===== config.mk =====
export PLATFORM = sky130hd
export DESIGN_NAME = instr_fetch_unit
export DESIGN_NICKNAME = d
export VERILOG_FILES = /design/src/rtl/instr_fetch_unit_pkg.sv /design/src/rtl/instr_fetch_unit_fetch_buffer.sv /design/src/rtl/instr_fetch_unit.sv
export SDC_FILE = /design/constraint.sdc
export NUM_CORES = 1
export LEC_CHECK = 0
export BUFFER_PORTS_ARGS = -buffer_cell sky130_fd_sc_hd__buf_4
export CAP_MARGIN = 20
export CORE_ASPECT_RATIO = 1.1
export CORE_UTILIZATION = 45
export CTS_CLUSTER_DIAMETER = 30
export DETAILED_ROUTE_END_ITERATION = 12
export PLACE_DENSITY_LB_ADDON = 0.1
export SKIP_LAST_GASP = 1
export SLEW_MARGIN = 20
export SYNTH_ARGS = -nofsm -noshare
export SYNTH_HDL_FRONTEND = slang
export SYNTH_SLANG_ARGS = --single-unit

===== constraint.sdc =====
create_clock -name clk_i -period 7.2 [get_ports clk_i]
set_input_delay 0.72 -clock clk_i [delete_from_list [all_inputs] [get_ports clk_i]]
set_output_delay 0.72 -clock clk_i [all_outputs]
set_load 0.05 [all_outputs]

===== src/rtl/instr_fetch_unit_pkg.sv =====
// Shared definitions for the instruction fetch stage.
//   fetch_state_t    : request/wait state of the fetch FSM
//   RESET_PC_DEFAULT : default first fetch address after reset
//   PC_STEP          : default sequential PC increment in bytes
//   BUBBLE_INSTR     : instruction word presented when nothing is valid
//   align_pc()       : forces a target address onto a word boundary
package instr_fetch_unit_pkg;

    typedef enum logic [0:0] {
        FETCH_REQ  = 1'b0,
        FETCH_WAIT = 1'b1
    } fetch_state_t;

    localparam logic [31:0] RESET_PC_DEFAULT = 32'h0000_0000;
    localparam int unsigned PC_STEP          = 4;
    localparam logic [31:0] BUBBLE_INSTR     = 32'b0;

    function automatic logic [31:0] align_pc(input logic [31:0] pc);
        return pc & ~32'h0000_0003;
    endfunction

endpackage


===== src/rtl/instr_fetch_unit_fetch_buffer.sv =====
// One-entry fetch buffer holding a fetched PC/instruction pair for IF/ID.
// Ports:
//   clk_i        clock, rising edge
//   start_i      asynchronous active-low reset (clears the valid flag)
//   load_i       capture load_pc_i/load_instr_i and mark the entry valid
//   load_pc_i    PC of the instruction being loaded
//   load_instr_i instruction word being loaded
//   clear_i      flush the entry (redirect)
//   consume_i    downstream has taken the entry
//   valid_o      entry is live
//   pc_o         entry PC, 0 when not valid
//   instr_o      entry instruction, bubble when not valid
module instr_fetch_unit_fetch_buffer
    import instr_fetch_unit_pkg::*;
(
    input  logic        clk_i,
    input  logic        start_i,
    input  logic        load_i,
    input  logic [31:0] load_pc_i,
    input  logic [31:0] load_instr_i,
    input  logic        clear_i,
    input  logic        consume_i,
    output logic        valid_o,
    output logic [31:0] pc_o,
    output logic [31:0] instr_o
);

    logic        valid_q;
    logic [31:0] pc_q;
    logic [31:0] instr_q;

    // A load wins over consume/clear so an entry emptied this edge can be refilled.
    always_ff @(posedge clk_i or negedge start_i) begin
        if (!start_i) begin
            valid_q <= 1'b0;
        end else if (load_i) begin
            valid_q <= 1'b1;
        end else if (clear_i || consume_i) begin
            valid_q <= 1'b0;
        end
    end

    // Payload needs no reset: it is never observed while valid_q is low.
    always_ff @(posedge clk_i) begin
        if (load_i) begin
            pc_q    <= load_pc_i;
            instr_q <= load_instr_i;
        end
    end

    assign valid_o = valid_q;
    assign pc_o    = valid_q ? pc_q    : 32'b0;
    assign instr_o = valid_q ? instr_q : BUBBLE_INSTR;

endmodule


===== src/rtl/instr_fetch_unit.sv =====
// Instruction fetch stage feeding the IF/ID register.
// Owns the PC, issues one outstanding request at a time to instruction
// memory, and parks the returned word in a one-entry fetch buffer.
// Ports:
//   clk_i          clock, rising edge
//   start_i        asynchronous active-low reset
//   stall_i        hazard stall: IF/ID is holding, buffer is not consumed
//   redirect_i     taken branch/jump from ID (1-cycle pulse)
//   redirect_pc_i  redirect target, low two bits ignored
//   imem_req_o     request valid
//   imem_addr_o    request address
//   imem_ready_i   memory accepts the request this cycle
//   imem_rvalid_i  response valid (one per accepted request)
//   imem_rdata_i   response instruction word
//   PC_o           PC of presented instruction (0 when not valid)
//   instr_o        presented instruction (bubble when not valid)
//   valid_o        fetch buffer holds a live instruction
module instr_fetch_unit
    import instr_fetch_unit_pkg::*;
#(
    parameter logic [31:0] RESET_PC = RESET_PC_DEFAULT,
    parameter int unsigned PC_STEP  = instr_fetch_unit_pkg::PC_STEP
)(
    input  logic        clk_i,
    input  logic        start_i,
    input  logic        stall_i,
    input  logic        redirect_i,
    input  logic [31:0] redirect_pc_i,
    output logic        imem_req_o,
    output logic [31:0] imem_addr_o,
    input  logic        imem_ready_i,
    input  logic        imem_rvalid_i,
    input  logic [31:0] imem_rdata_i,
    output logic [31:0] PC_o,
    output logic [31:0] instr_o,
    output logic        valid_o
);

    fetch_state_t state_q;
    fetch_state_t state_d;
    logic [31:0]  pc_q;
    logic [31:0]  fb_pc_q;
    logic         drop_q;

    logic         fb_valid;
    logic         consume;
    logic         fb_free;
    logic         accept;
    logic         fb_load;

    always_comb begin
        state_d    = state_q;
        imem_req_o = 1'b0;
        fb_load    = 1'b0;
        consume    = fb_valid & ~stall_i & ~redirect_i;
        fb_free    = ~fb_valid | consume;

        case (state_q)
            FETCH_REQ: begin
                // start_i gate keeps the request low while reset is held.
                imem_req_o = start_i & fb_free & ~redirect_i;
                if (imem_req_o && imem_ready_i) begin
                    state_d = FETCH_WAIT;
                end
            end
            FETCH_WAIT: begin
                if (imem_rvalid_i) begin
                    // A response belonging to a path abandoned by a redirect
                    // (now or earlier) is thrown away.
                    fb_load = ~drop_q & ~redirect_i;
                    state_d = FETCH_REQ;
                end
            end
            default: state_d = FETCH_REQ;
        endcase

        accept = imem_req_o & imem_ready_i;
    end

    assign imem_addr_o = pc_q;

    always_ff @(posedge clk_i or negedge start_i) begin
        if (!start_i) begin
            state_q <= FETCH_REQ;
            pc_q    <= RESET_PC;
            drop_q  <= 1'b0;
        end else begin
            state_q <= state_d;

            if (redirect_i) begin
                pc_q <= align_pc(redirect_pc_i);
            end else if (accept) begin
                pc_q <= pc_q + PC_STEP;
            end

            // drop_q marks the single in-flight response as stale.
            if (state_q == FETCH_WAIT && imem_rvalid_i) begin
                drop_q <= 1'b0;
            end else if (state_q == FETCH_WAIT && redirect_i) begin
                drop_q <= 1'b1;
            end
        end
    end

    // PC of the outstanding request, paired with its response on return.
    always_ff @(posedge clk_i) begin
        if (accept) begin
            fb_pc_q <= pc_q;
        end
    end

    instr_fetch_unit_fetch_buffer u_fetch_buffer (
        .clk_i        (clk_i),
        .start_i      (start_i),
        .load_i       (fb_load),
        .load_pc_i    (fb_pc_q),
        .load_instr_i (imem_rdata_i),
        .clear_i      (redirect_i),
        .consume_i    (consume),
        .valid_o      (fb_valid),
        .pc_o         (PC_o),
        .instr_o      (instr_o)
    );

    assign valid_o = fb_valid;

endmodule

==> results.md <==
Status
- result of the run: complete, no violations

Floorplanning
- die boundary height: 114 µm
- Starting Density: 46.6%
- full die area: 11800 µm²
- placeable core region: 11000 µm²
- DIE WIDTH: 104 µm
- Top Ports: 168
- standard-cell row count: 40

STA
- actual slew at the worst max-slew pin: 1020 ps
- worst-case headroom to the max-slew limit: 32.2%
- Final Cycle Share: 45.3%
- Setup-failing EPs final: 0
- setup repair after global routing missed its margin: no
- final hold violations: 0
- minimum clock period after layout: 3260 ps
- Final WS setup: 3940 ps
- Achievable Freq: 0.307 GHz
- worst clock skew on the final layout: 10.4 ps
- Total Negative Setup Slacks: 0 ps
- pins over their slew limit: 0

Final layout
- fraction of final layout cells with drive strength greater than 1: 36.2%
- area growth from synthesis to layout: 38.8%
- antenna cells: 0
- storage element area: 3590 µm²
- non-filler instance count after layout: 711
- most frequent cells in the layout: 164 x sky130_fd_sc_hd__buf_4, 92 x sky130_fd_sc_hd__edfxtp_1, 66 x sky130_fd_sc_hd__and2_1, 40 x sky130_fd_sc_hd__nand2_1, 33 x sky130_fd_sc_hd__dfrtp_1
- Multi-input gate area: 1410 µm²
- Final nets: 622
- number of fill cells in the layout: 864
- most common library cell in the layout ignoring fill and taps: sky130_fd_sc_hd__buf_4

Worst setup path
- endpoint of the most critical setup path: imem_addr_o[12]$_DFFE_PN0P_
- worst r2r src: state_q$_DFF_PN0_
- critical path data required time: 7530 ps
- data arrival time of the worst path: 3590 ps
- maximum fanout along the worst path: 49
- cells on worst reg2reg path: 6
- path type of the worst setup path: primary input to flip-flop
- kind of start point of the critical path: primary input
- worst stage delay on the critical path: 800 ps
- Setup crit end kind: flip-flop
- CP top delay family: simple AND/OR/NAND/NOR gates
- CP cell instances: buf_4 -> nand4bb_1 -> or2_2 -> inv_2 -> nand4_1 -> or3_1 -> nand3_1
- endpoint of the worst register-to-register path: imem_addr_o[12]$_DFFE_PN0P_
- Crit-path slowest cell: sky130_fd_sc_hd__inv_2
- cell count along the critical path: 7
- WP buf/inv: 2
- launching instance or port of the critical path: start_i
- setup slack of the worst register-to-register path: 4170 ps

Pwr
- total leakage power: 2.88 nW
- Max rail drop VDD: 0.000151 V
- overall power: 0.00199 W
- power density over cell area: 280 nW/µm²

Routing
- Post-Route WL: 11.2 mm
- total vias in the final route: 3689
- average via count per standard cell: 5.19
- final routed wire length divided by cell count: 15.7 µm
- remaining antenna violation count after routing: 0
- number of remaining DRC errors: 0
- iteration count of the initial detailed-routing pass: 4
- Initial DRC Count: 238

Synthesis
- Netlist cell types: 38
- number of flip-flops and latches in the synthesized netlist: 125
- combined area of all synthesized cells: 5100 µm²
- dominant register cell in the synthesized netlist: sky130_fd_sc_hd__edfxtp_1
- Mapped Cells: 386
- proportion of synthesized flip-flops having asynchronous set or reset: 26.4%
- portion of the post-synthesis area used by sequential elements: 70.3%
- number of flops mapped to enable cells by yosys: 92
- YS warnings: 0
- post-synthesis average cell area: 13.2 µm²

Clocking
- PostCTS Resize Cnt: 0
- Clock transition at path regs: 60 ps
- TritonCTS sink count: 125
- number of buffers added for setup after CTS: 0
- Clk Tree Root Cell: sky130_fd_sc_hd__clkbuf_16
- clock buffer count from CTS: 17
- insertion delay to the later sink of the worst-skew pair: 400 ps
- CTS tree: built
- CTS H-tree depth: 4
- count of hold buffers inserted by post-cts repair: 0
- maximum clock path buffer count: 2

Place
- post-detailed-placement half-perimeter wirelength: 7.21 mm
- Post-Place Setup Slack: 3470 ps
- RePlAce Congestion: 0.827
- input/output buffers: 161
- Placed Instances: 679

Job
- count of max-cap constraint violations: 0

GRT
- via count of the first global-routing pass: 3610
- wire length of the first global-routing pass: 18.0 mm
- grt ovf: 0
- number of antenna violations at the first check in global routing: 0
- pin count of the biggest net entering global routing: 64
- Tot GR Track Use: 19.9%

Worst hold path
- class of the worst hold path: primary input to asynchronous set/reset pin

-- flip-flops by register name, summed over array words and instances (netlist names) --
name                    cells
u_fetch_buffer.valid_o      1
u_fetch_buffer.pc_q        30
imem_addr_o                30
u_fetch_buffer.instr_q     32
drop_q                      1
fb_pc_q                    30
state_q                     1
-- worst min-delay path by stage --
stage	from	to
after floorplan	fb_pc_q[10]$_DFFE_PP_	u_fetch_buffer.pc_q[10]$_DFFE_PP_
after global placement	fb_pc_q[30]$_DFFE_PP_	u_fetch_buffer.pc_q[30]$_DFFE_PP_
after detailed placement	fb_pc_q[19]$_DFFE_PP_	u_fetch_buffer.pc_q[19]$_DFFE_PP_
after CTS	start_i	imem_addr_o[27]$_DFFE_PN0P_
after global routing	start_i	imem_addr_o[27]$_DFFE_PN0P_
final	start_i	imem_addr_o[22]$_DFFE_PN0P_
-- synthesized netlist by cell type, drive strengths merged (2+ instances only) --
cell / number / area, µm²
nor4: 4 / 25.0
mux2i: 2 / 20.0
edfxtp: 92 / 2760
nor3: 2 / 10.0
o21ai: 9 / 45.0
or2: 3 / 18.8
nand4: 11 / 75.1
buf: 6 / 38.8
and2: 66 / 413
o311ai: 10 / 87.6
or3: 4 / 25.0
or4: 7 / 56.3
a22oi: 4 / 30.0
a21oi: 7 / 35.0
a221o: 3 / 30.0
o211ai: 16 / 120
inv: 8 / 30.0
nor2: 10 / 37.5
nand2: 40 / 150
dfrtp: 33 / 826
nand3: 22 / 110
clkbuf: 15 / 56.3
-- cell type report --
cell class / count / area share, %
flip-flops and latches: 125 / 50.7
multi-input cells: 235 / 19.8
repair buffers: 164 / 17.4
clock buffers: 19 / 6.40
clock inverters: 13 / 2.67
well taps: 147 / 2.60
inverters: 8 / 0.424
-- kinds of logic (layout without fill, tap and decap cells) --
logic type,count (synthesis),in the layout,share of synthesized area [%]
AO/OA/AOI/OAI,55,55,7.77
XOR/XNOR,1,1,0.172
adder cells (fa/ha/maj),1,1,0.245
buffers and inverters,29,204,2.45
flip-flops,125,125,70.3
multiplexers,2,2,0.392
other,1,4,0.0735
AND/OR/NAND/NOR,172,172,18.6
-- power by group --
group,switching (W),internal [W]
clock,0.000303,0.000599
combinational,0.000155,0.0000778
sequential,0.0000382,0.000812
-- routing by layer --
layer,vias up,GRT usage [%],share of wire [%]
li1,1763,-,-
met1,1752,26.2,44
met2,162,30.6,48
met3,12,5.83,6.5
met4,0,9.08,1.3
met5,-,0,0
-- through the flow --
stage	utilization (%)	hold WS (ps)	area, µm²
after CTS	64.6	266	7080
after global placement	58.7	402	6440
after detailed placement	58.7	405	6440
final	64.6	261	7080
after global routing	64.6	279	7080
after floorplan	-	400	5110
(Power assumes the default switching activity.)
